<file path="config.mk">
export PLATFORM = sky130hd
export DESIGN_NAME = ads1115_conv_reader
export DESIGN_NICKNAME = d
export VERILOG_FILES = /design/src/rtl/ads1115_pkg.sv /design/src/rtl/ads1115_apb_engine.sv /design/src/rtl/ads1115_conv_reader.sv
export SDC_FILE = /design/constraint.sdc
export NUM_CORES = 1
export LEC_CHECK = 0
export BUFFER_PORTS_ARGS = -buffer_cell sky130_fd_sc_hd__buf_4
export CAP_MARGIN = 20
export CORE_ASPECT_RATIO = 0.6
export CORE_UTILIZATION = 61
export CTS_CLUSTER_SIZE = 40
export DETAILED_ROUTE_END_ITERATION = 8
export PLACE_DENSITY = 0.84
export SETUP_SLACK_MARGIN = 0.3
export SYNTH_ARGS = -nofsm -noshare
export SYNTH_HDL_FRONTEND = slang
export SYNTH_SLANG_ARGS = --single-unit
</file>
<file path="constraint.sdc">
create_clock -name clk -period 4.1 [get_ports clk]
set_input_delay 0.205 -clock clk [delete_from_list [all_inputs] [get_ports clk]]
set_output_delay 0.205 -clock clk [all_outputs]
set_load 0.03 [all_outputs]
</file>
<file path="src/rtl/ads1115_pkg.sv">
// Shared constants and types for the ADS1115 blocks that talk to CoreI2C over APB.
package ads1115_pkg;

    // CoreI2C register map
    localparam logic [8:0] ADDR_CTRL = 9'h000;
    localparam logic [8:0] ADDR_STAT = 9'h004;
    localparam logic [8:0] ADDR_DATA = 9'h008;

    // CTRL command bytes
    localparam logic [7:0] CMD_START  = 8'hE0;
    localparam logic [7:0] CMD_CLR    = 8'hC0;
    localparam logic [7:0] CMD_CLR_AA = 8'hC4;
    localparam logic [7:0] CMD_STOP   = 8'hD0;

    // STAT codes
    localparam logic [7:0] STAT_START     = 8'h08;
    localparam logic [7:0] STAT_RSTART    = 8'h10;
    localparam logic [7:0] STAT_SLAW_ACK  = 8'h18;
    localparam logic [7:0] STAT_SLAW_NACK = 8'h20;
    localparam logic [7:0] STAT_TXD_ACK   = 8'h28;
    localparam logic [7:0] STAT_TXD_NACK  = 8'h30;
    localparam logic [7:0] STAT_SLAR_ACK  = 8'h40;
    localparam logic [7:0] STAT_SLAR_NACK = 8'h48;
    localparam logic [7:0] STAT_RXD_ACK   = 8'h50;
    localparam logic [7:0] STAT_RXD_NACK  = 8'h58;
    localparam logic [7:0] STAT_IDLE      = 8'hF8;

    typedef enum logic [3:0] {
        StIdle,
        StStart,
        StSlaw,
        StPtr,
        StRstart,
        StSlar,
        StRdMsb,
        StRdLsb,
        StStop,
        StDone,
        StAbort
    } state_t;

    // Transfer within a step: optional DATA write, CTRL write, STAT poll, optional DATA read
    typedef enum logic [1:0] {
        PhData,
        PhCtrl,
        PhPoll,
        PhRead
    } phase_t;

    // STAT value that lets a step proceed
    function automatic logic [7:0] expected_stat(state_t s);
        case (s)
            StStart:  return STAT_START;
            StSlaw:   return STAT_SLAW_ACK;
            StPtr:    return STAT_TXD_ACK;
            StRstart: return STAT_RSTART;
            StSlar:   return STAT_SLAR_ACK;
            StRdMsb:  return STAT_RXD_ACK;
            StRdLsb:  return STAT_RXD_NACK;
            default:  return STAT_IDLE;
        endcase
    endfunction

    function automatic state_t next_state(state_t s);
        case (s)
            StStart:  return StSlaw;
            StSlaw:   return StPtr;
            StPtr:    return StRstart;
            StRstart: return StSlar;
            StSlar:   return StRdMsb;
            StRdMsb:  return StRdLsb;
            StRdLsb:  return StStop;
            StStop:   return StDone;
            default:  return StIdle;
        endcase
    endfunction

    // Steps that load DATA before kicking CTRL
    function automatic phase_t first_phase(state_t s);
        case (s)
            StSlaw, StPtr, StSlar: return PhData;
            default:               return PhCtrl;
        endcase
    endfunction

    function automatic logic [7:0] ctrl_cmd(state_t s);
        case (s)
            StStart, StRstart: return CMD_START;
            StRdMsb:           return CMD_CLR_AA;
            StStop, StAbort:   return CMD_STOP;
            default:           return CMD_CLR;
        endcase
    endfunction

endpackage

</file>
<file path="src/rtl/ads1115_apb_engine.sv">
// Single APB master transfer: setup, access (stretched by pready), one idle gap cycle.
module ads1115_apb_engine (
    input  logic       clk,
    input  logic       rst_n,
    input  logic       req,
    input  logic [8:0] addr,
    input  logic [7:0] wdata,
    input  logic       wr,
    input  logic [7:0] prdata,
    input  logic       pready,
    output logic       ready,
    output logic       done,
    output logic [7:0] rdata,
    output logic [8:0] paddr,
    output logic [7:0] pwdata,
    output logic       pwrite,
    output logic       psel,
    output logic       penable
);

    typedef enum logic [1:0] {EngIdle, EngSetup, EngAccess, EngGap} eng_state_t;

    eng_state_t ph_q, ph_d;
    logic [8:0] paddr_q;
    logic [7:0] pwdata_q;
    logic       pwrite_q;

    // Phase register and request capture
    always_ff @(posedge clk or negedge rst_n) begin
        if (!rst_n) begin
            ph_q     <= EngIdle;
            paddr_q  <= '0;
            pwdata_q <= '0;
            pwrite_q <= 1'b0;
        end else begin
            ph_q <= ph_d;
            if (req && ready) begin
                paddr_q  <= addr;
                pwdata_q <= wdata;
                pwrite_q <= wr;
            end
        end
    end

    // Next phase; a new request may start from the gap cycle so the gap is exactly one cycle
    always_comb begin
        ph_d = ph_q;
        unique case (ph_q)
            EngIdle,
            EngGap:    ph_d = req ? EngSetup : EngIdle;
            EngSetup:  ph_d = EngAccess;
            EngAccess: ph_d = pready ? EngGap : EngAccess;
        endcase
    end

    assign ready   = (ph_q == EngIdle) || (ph_q == EngGap);
    assign done    = (ph_q == EngAccess) && pready;
    assign rdata   = prdata;
    assign psel    = (ph_q == EngSetup) || (ph_q == EngAccess);
    assign penable = (ph_q == EngAccess);
    assign paddr   = paddr_q;
    assign pwdata  = pwdata_q;
    assign pwrite  = pwrite_q;

endmodule

</file>
<file path="src/rtl/ads1115_conv_reader.sv">
// Reads the ADS1115 conversion register through CoreI2C and presents the 16-bit sample.
module ads1115_conv_reader
    import ads1115_pkg::*;
#(
    parameter logic [6:0]  SLAVE_ADDR   = 7'h48,
    parameter logic [15:0] POLL_TIMEOUT = 16'd50000
) (
    input  logic        clk,
    input  logic        rst_n,
    input  logic        start,
    input  logic [7:0]  prdata,
    input  logic        pready,
    output logic [8:0]  paddr,
    output logic [7:0]  pwdata,
    output logic        pwrite,
    output logic        psel,
    output logic        penable,
    output logic [15:0] result,
    output logic        result_valid,
    output logic        busy,
    output logic        error,
    output logic [7:0]  err_code
);

    state_t      state_q, state_d;
    phase_t      phase_q, phase_d;
    logic [15:0] cnt_q, cnt_d, cnt_inc;
    logic [7:0]  msb_q, msb_d, lsb_q, lsb_d;
    logic [15:0] result_q, result_d;
    logic        result_valid_q, result_valid_d;
    logic        busy_q, busy_d;
    logic        error_q, error_d;
    logic [7:0]  err_code_q, err_code_d;
    logic [7:0]  abort_code_q, abort_code_d;

    logic        eng_req, eng_ready, eng_done;
    logic [8:0]  xfer_addr;
    logic [7:0]  xfer_wdata, eng_rdata;
    logic        xfer_wr;

    function automatic logic [7:0] data_byte(state_t s);
        case (s)
            StSlaw:  return {SLAVE_ADDR, 1'b0};
            StSlar:  return {SLAVE_ADDR, 1'b1};
            default: return 8'h00;
        endcase
    endfunction

    ads1115_apb_engine u_apb (
        .clk     (clk),
        .rst_n   (rst_n),
        .req     (eng_req),
        .addr    (xfer_addr),
        .wdata   (xfer_wdata),
        .wr      (xfer_wr),
        .prdata  (prdata),
        .pready  (pready),
        .ready   (eng_ready),
        .done    (eng_done),
        .rdata   (eng_rdata),
        .paddr   (paddr),
        .pwdata  (pwdata),
        .pwrite  (pwrite),
        .psel    (psel),
        .penable (penable)
    );

    // State and output registers
    always_ff @(posedge clk or negedge rst_n) begin
        if (!rst_n) begin
            state_q        <= StIdle;
            phase_q        <= PhCtrl;
            cnt_q          <= '0;
            msb_q          <= '0;
            lsb_q          <= '0;
            result_q       <= '0;
            result_valid_q <= 1'b0;
            busy_q         <= 1'b0;
            error_q        <= 1'b0;
            err_code_q     <= '0;
            abort_code_q   <= '0;
        end else begin
            state_q        <= state_d;
            phase_q        <= phase_d;
            cnt_q          <= cnt_d;
            msb_q          <= msb_d;
            lsb_q          <= lsb_d;
            result_q       <= result_d;
            result_valid_q <= result_valid_d;
            busy_q         <= busy_d;
            error_q        <= error_d;
            err_code_q     <= err_code_d;
            abort_code_q   <= abort_code_d;
        end
    end

    // Transfer descriptor, sequencing and output next-state
    always_comb begin
        state_d        = state_q;
        phase_d        = phase_q;
        cnt_d          = cnt_q;
        msb_d          = msb_q;
        lsb_d          = lsb_q;
        result_d       = result_q;
        result_valid_d = 1'b0;
        busy_d         = busy_q;
        error_d        = 1'b0;
        err_code_d     = err_code_q;
        abort_code_d   = abort_code_q;
        cnt_inc        = (cnt_q == 16'hFFFF) ? cnt_q : cnt_q + 16'd1;

        xfer_addr  = ADDR_STAT;
        xfer_wdata = 8'h00;
        xfer_wr    = 1'b0;
        unique case (phase_q)
            PhData: begin
                xfer_addr  = ADDR_DATA;
                xfer_wdata = data_byte(state_q);
                xfer_wr    = 1'b1;
            end
            PhCtrl: begin
                xfer_addr  = ADDR_CTRL;
                xfer_wdata = ctrl_cmd(state_q);
                xfer_wr    = 1'b1;
            end
            PhPoll: xfer_addr = ADDR_STAT;
            PhRead: xfer_addr = ADDR_DATA;
        endcase

        eng_req = (state_q != StIdle) && (state_q != StDone) && eng_ready;

        case (state_q)
            StIdle: begin
                if (start) begin
                    busy_d  = 1'b1;
                    state_d = StStart;
                    phase_d = first_phase(StStart);
                    cnt_d   = '0;
                end
            end
            StDone: begin
                result_d       = {msb_q, lsb_q};
                result_valid_d = 1'b1;
                busy_d         = 1'b0;
                state_d        = StIdle;
            end
            default: begin
                if (eng_done) begin
                    unique case (phase_q)
                        PhData: phase_d = PhCtrl;
                        PhCtrl: begin
                            if (state_q == StStop) begin
                                state_d = StDone;
                            end else if (state_q == StAbort) begin
                                state_d    = StIdle;
                                error_d    = 1'b1;
                                err_code_d = abort_code_q;
                                busy_d     = 1'b0;
                            end else begin
                                phase_d = PhPoll;
                            end
                        end
                        PhPoll: begin
                            if (eng_rdata == STAT_IDLE) begin
                                cnt_d = cnt_inc;
                                if (cnt_inc >= POLL_TIMEOUT) begin
                                    state_d      = StAbort;
                                    phase_d      = PhCtrl;
                                    abort_code_d = 8'hFF;
                                    cnt_d        = '0;
                                end
                            end else if (eng_rdata == expected_stat(state_q)) begin
                                cnt_d = '0;
                                if (state_q == StRdMsb || state_q == StRdLsb) begin
                                    phase_d = PhRead;
                                end else begin
                                    state_d = next_state(state_q);
                                    phase_d = first_phase(next_state(state_q));
                                end
                            end else begin
                                state_d      = StAbort;
                                phase_d      = PhCtrl;
                                abort_code_d = eng_rdata;
                                cnt_d        = '0;
                            end
                        end
                        PhRead: begin
                            if (state_q == StRdMsb) begin
                                msb_d = eng_rdata;
                            end else begin
                                lsb_d = eng_rdata;
                            end
                            state_d = next_state(state_q);
                            phase_d = first_phase(next_state(state_q));
                        end
                    endcase
                end
            end
        endcase
    end

    assign result       = result_q;
    assign result_valid = result_valid_q;
    assign busy         = busy_q;
    assign error        = error_q;
    assign err_code     = err_code_q;

endmodule

</file>
==> results of run 1 <==
==> critical path, cell delays in order, from the launching register on <==
cell and delay (ns):
dfrtp_1 0.40, ha_1 0.28, and4_1 0.49, nand4_1 0.38, buf_4 0.29, a211o_1 0.29
a32oi_1 0.29, a2111oi_4 0.10, nor3b_1 0.22, buf_4 0.17, o21a_1 0.19, mux2_2 0.35
==> per-stage QoR <==
stage,setup slack (ns),instances,utilization [%],power [uW]
CTS,0.6228,600,75.30,3353
global route,0.3512,602,75.84,3548
floorplan,1.330,478,-,2088
detailed placement,0.6556,584,70.66,2470
global placement,0.8472,584,70.66,2424
finish,0.5235,602,75.84,3353
==> cells in the final DEF, fill, tap and decap left out, types with 3 or more instances in the layout <==
cell	netlist	final
nand2_1	90	90
dfrtp_1	83	83
buf_4	9	53
mux2_2	34	34
nor2_1	28	28
a21oi_1	28	28
o21ai_0	16	16
inv_1	15	15
ha_1	11	11
nand3_1	10	10
nor3_1	11	10
a31oi_1	9	9
conb_1	1	9
clkbuf_16	0	9
nand2b_1	8	8
nand4_1	7	7
nor4_1	5	5
mux2i_1	5	5
or3_1	4	4
and3_1	4	4
and4_1	4	4
o22a_1	4	4
xnor2_1	3	3
a31o_2	3	3
a22o_1	3	3
o22ai_1	3	3
xor2_1	3	3
==> per-layer routing <==
metal | vias to the layer above | track usage (%)
met3 | 12 | 11.78
met5 | - | 0
met1 | 1774 | 43.22
met2 | 224 | 42.36
li1 | 1727 | -
met4 | 0 | 7.500
==> final timing paths <==
path	end	slack, ns	cells past startpoint
setup / recovery	state_q[3]	0.52	11
hold / removal	abort_code_q[3]	0.15	2
setup reg to reg	state_q[3]	0.52	11
hold reg to reg	result[13]	0.46	2
max in group asynchronous	result[0]	3.24	3
min in group asynchronous	u_apb.ph_q[1]	0.26	2
==> what timing repair did <==
action                                  CTS  global route
hold buffers                              0             1
endpoints found under the hold margin     0            12
endpoints found under the setup margin    0             0
==> registers in the layout (all words and copies together) (netlist names), 2 cells and up <==
register / count
abort_code_q: 8
cnt_q: 16
err_code: 8
lsb_q: 8
msb_q: 8
phase_q: 2
result: 16
state_q: 4
u_apb.paddr: 2
u_apb.ph_q: 2
u_apb.pwdata: 6
==> cell type report <==
type	instances	area share, %
multi-input combinational	345	42.05
sequential	84	40.32
timing repair buffer	55	8.347
tap	87	2.087
clock buffer	12	4.725
inverter	15	1.079
clock inverter	4	1.391
==> logic make-up after synthesis <==
logic type | share of synthesized area [%]
AND/OR/NAND/NOR | 20.04
AO/OA/AOI/OAI | 14.07
flip-flops | 46.85
buffers and inverters | 5.072
multiplexers | 9.643
adder cells (fa/ha/maj) | 3.066
XOR/XNOR | 1.171
other | 0.08353
==> power by group <==
group	internal [uW]	switching, uW	leakage [uW]
Sequential	1020	138	0.00112
Combinational	491	837	0.00121
Clock	549	313	0.000153
Total	2060	1290	0.00248
==> impl_metrics.toml, run 1 <==
[outcome]
status = "completed"

[drt]
vias = 3737
wl_met3_um = 1234
routed.top_layer = "met4"
drt-met1-wl_um = 4854
wl_met2_um = 4598
drt_iter0_drc = 478
route.detailed.drc = 0
routedWlPerCell_um = 17.93
final_antenna_net_count = 0
drt_pre_antenna_iters = 5
drt_wl_total_um = 10790
routed_via_density = 6.208

[timing]
worst-slew-pin-transition_ns = 0.8912
max_slew_margin_pct = 40.59
fin_tns_setup_ns = 0
post-route-period-util_pct = 87.23
layout_min_cycle_time_ns = 3.577
hold_viol = 0
rsz0062_at_grt = "no"
timing.hold.ws_ns = 0.1498
fmax_mhz = 279.6
skew_ns = 0.006440
finalSetupViolations = 0
slew_violations = 0

[final_layout]
n_fill_cell = 461
regArea_um2 = 2103
drive_gt1_share_pct = 22.52
syn2layout_area_growth_pct = 16.19
multi_input_area_um2 = 2193
nets = 533
n_antenna_cell = 0
final_cell_area_um2 = 5216

[yosys]
synth_cell_type_count = 61
ys_top_cells_by_area = "dfrtp_1 46%, mux2_2 8.5%, nand2_1 7.5%"
synth_top_area_share_pct = 46.27
synth-seq-cells = 84
seq_area_frac_synth_pct = 46.85
postSynth.asyncResetShare_pct = 100.0
synth-edff-count = 0
synth_largest_area_cell = "dfrtp_1"
yosysMostFrequentCell = "nand2_1"
synthFlopType = "dfrtp_1"
synth_warnings = 0
avgSynthCellArea_um2 = 9.552
syn_area_um2 = 4489
synth_commonest_cells = "90 x nand2_1, 83 x dfrtp_1, 34 x mux2_2, 28 x a21oi_1, 28 x nor2_1"
post_synth_inst_count = 470

[critical_path]
end_kind = "flip-flop"
r2r_start = "cnt_q[0]"
worstSetupStartpoint = "cnt_q[0]"
crit_fanout = 12
required_ns = 4.33
crit_arrival_ns = 3.80
path_class = "reg -> reg"
startpoint_type = "flip-flop"

[clock_network]
cts.sinks = 84
path_clk_slew_ns = 0.06
cts_tree = "built"
h-tree-depth = 3
post_cts_buffers = 0
clock_path_buffers = 2
clock_latency_ns = 0.34
postCtsResizedCells = 0
cts_made_buffers = 9
root_buffer = "clkbuf_16"

[die]
core_area_um2 = 6878
dieWidth_um = 112.8
io_pins = 59
die_area_um2 = 7718
fp.dieH_um = 68.45
rows = 23
start_util_pct = 65.27

[global_route]
grt_usage_pct = 30.11
gr-total-overflow = 0
grt_max_degree = 85
antenna_found_initial = 0
grt_pass1_wl_um = 17020
grt_pass1_vias = 3216

[placement]
gp_congestion = 0.9309
io_buffers = 49
placed_area_um2 = 4860
dp_hpwl_um = 7590

[power_and_ir_drop]
p_leak_uw = 0.002477
vdd_drop_max_v = 0.0003296
p_per_area_nw_per_um2 = 642.7

[job]
maxCapViolCount = 0

[worst_hold_path]
hp-class = "in -> reg"
hp-start = "prdata[3]"
No activity file was read; power rests on OpenSTA's default activity.
==> inputs of run 2 (changes only) <==
RECOVER_POWER = 25   (was unset)
==> impl_metrics.toml, run 2 (synthesis gave the netlist of run 1 again) <==
[drt]
drt_iter0_drc = 482
route.detailed.drc = 0
vias = 3736
drt_wl_total_um = 10850
drt_pre_antenna_iters = 5
routed_via_density = 6.206
final_antenna_net_count = 0
routedWlPerCell_um = 18.01

[final_layout]
nets = 533
layout_commonest_cell = "nand2_1"
n_fill_cell = 466
final_cell_mix = "90 x nand2_1, 83 x dfrtp_1, 52 x buf_4"
drive_gt1_share_pct = 22.33
fin_util_pct = 75.46
syn2layout_area_growth_pct = 15.61
n_antenna_cell = 0

[critical_path]
r2r_start = "cnt_q[0]"
required_ns = 4.33
rrSetupSlack_ns = 0.51
crit_fanout = 12
end_kind = "flip-flop"
crit_arrival_ns = 3.81
path_delay_family = "simple AND/OR/NAND/NOR gates"
cp.buffers_inverters = 2
r2r_cells = 11
rr_endpoint = "state_q[3]"
cpMostUsedCell = "buf_4"
crit_chain = "ha_1 -> and4_1 -> nand4_1 -> buf_4 -> a211o_1 -> a32oi_1 -> a2111oi_4 -> nor3b_1 -> buf_4 -> o21a_1 -> mux2_2"
crit_path_max_incr_delay_ns = 0.49
slowest_stage = "and4_1"
path_class = "reg -> reg"
startpoint_type = "flip-flop"

[global_route]
grt_pass1_vias = 3216
antenna_found_initial = 0
grt_max_degree = 85
grt_pass1_wl_um = 17020
grt_usage_pct = 30.11
gr-total-overflow = 0

[clock_network]
clock_path_buffers = 2
cts_tree = "built"
post_cts_buffers = 0
clock_latency_ns = 0.34
postCtsResizedCells = 0
h-tree-depth = 3
cts_hold_buf = 0
cts.sinks = 84
cts_made_buffers = 9
root_buffer = "clkbuf_16"
path_clk_slew_ns = 0.06

[power_and_ir_drop]
p_leak_uw = 0.002465
vdd_drop_max_v = 0.0003302
p_per_area_nw_per_um2 = 645.7

[outcome]
status = "finished with violations"
violations = "capacitance limit, slew limit"

[timing]
skew_ns = 0.006591
hold_viol = 0
worst-slew-pin-transition_ns = 1.753
slew_violations = 73
rsz0062_at_grt = "no"
layout_min_cycle_time_ns = 3.586
finalSetupViolations = 0
fmax_mhz = 278.9
post-route-period-util_pct = 87.46
max_slew_margin_pct = -16.86
fin_tns_setup_ns = 0

[die]
die_area_um2 = 7718
fp.dieH_um = 68.45
start_util_pct = 65.27
dieWidth_um = 112.8
core_area_um2 = 6878
rows = 23
io_pins = 59

[worst_hold_path]
hold_depth = 2
hp-class = "in -> reg"
holdPathEnd = "abort_code_q[3]"
hp-start = "prdata[3]"

[placement]
gp_congestion = 0.9309
dp_hpwl_um = 7590
io_buffers = 49

[job]
maxCapViolCount = 1
-- run 2: power by group --
group          total, uW  leakage, uW  internal, uW  switching, uW
clock                862     0.000153           549            313
combinational       1330      0.00120           488            839
sequential          1160      0.00112          1020            137
-- run 2: final cells by class --
| type | count | area, um2 | share of cell area (%) |
|---|---|---|---|
| Clock buffer | 12 | 246.5 | 4.749 |
| Multi-Input combinational cell | 345 | 2193 | 42.26 |
| Timing Repair Buffer | 55 | 409.1 | 7.883 |
| Sequential cell | 84 | 2103 | 40.53 |
| Clock inverter | 4 | 72.57 | 1.398 |
| Inverter | 15 | 56.30 | 1.085 |
| Tap cell | 87 | 108.9 | 2.097 |
-- run 2: worst max path at each step --
stage / start / endpoint / slack, ns / cells past startpoint
2_1_floorplan: cnt_q[0] / abort_code_q[3] / 1.33 / 9
3_3_place_gp: cnt_q[0] / state_q[3] / 0.85 / 11
3_5_place_dp: cnt_q[0] / state_q[3] / 0.66 / 11
4_1_cts: cnt_q[0] / state_q[3] / 0.62 / 11
5_1_grt: cnt_q[0] / state_q[3] / 0.35 / 11
6_report: cnt_q[0] / state_q[3] / 0.51 / 11
-- run 2: per-stage QoR --
stage	hold WS (ns)	instance area, um2	power (uW)	instances	worst slack (ns)
6_report	0.1499	5190	3351	602	0.5142
5_1_grt	0.1407	5190	3545	602	0.3512
4_1_cts	0.08796	5179	3353	600	0.6228
3_5_place_dp	0.4529	4860	2470	584	0.6556
3_3_place_gp	0.4369	4860	2424	584	0.8472
2_1_floorplan	-0.09059	4519	2088	478	1.330
-- run 2: metal layers --
| layer | track usage, % | up-vias | wire length [um] |
|---|---|---|---|
| met5 | 0 | - | 0 |
| met4 | 7.500 | 0 | 116 |
| met3 | 11.78 | 12 | 1221 |
| met2 | 42.36 | 213 | 4576 |
| met1 | 43.22 | 1778 | 4931 |
| li1 | - | 1733 | - |
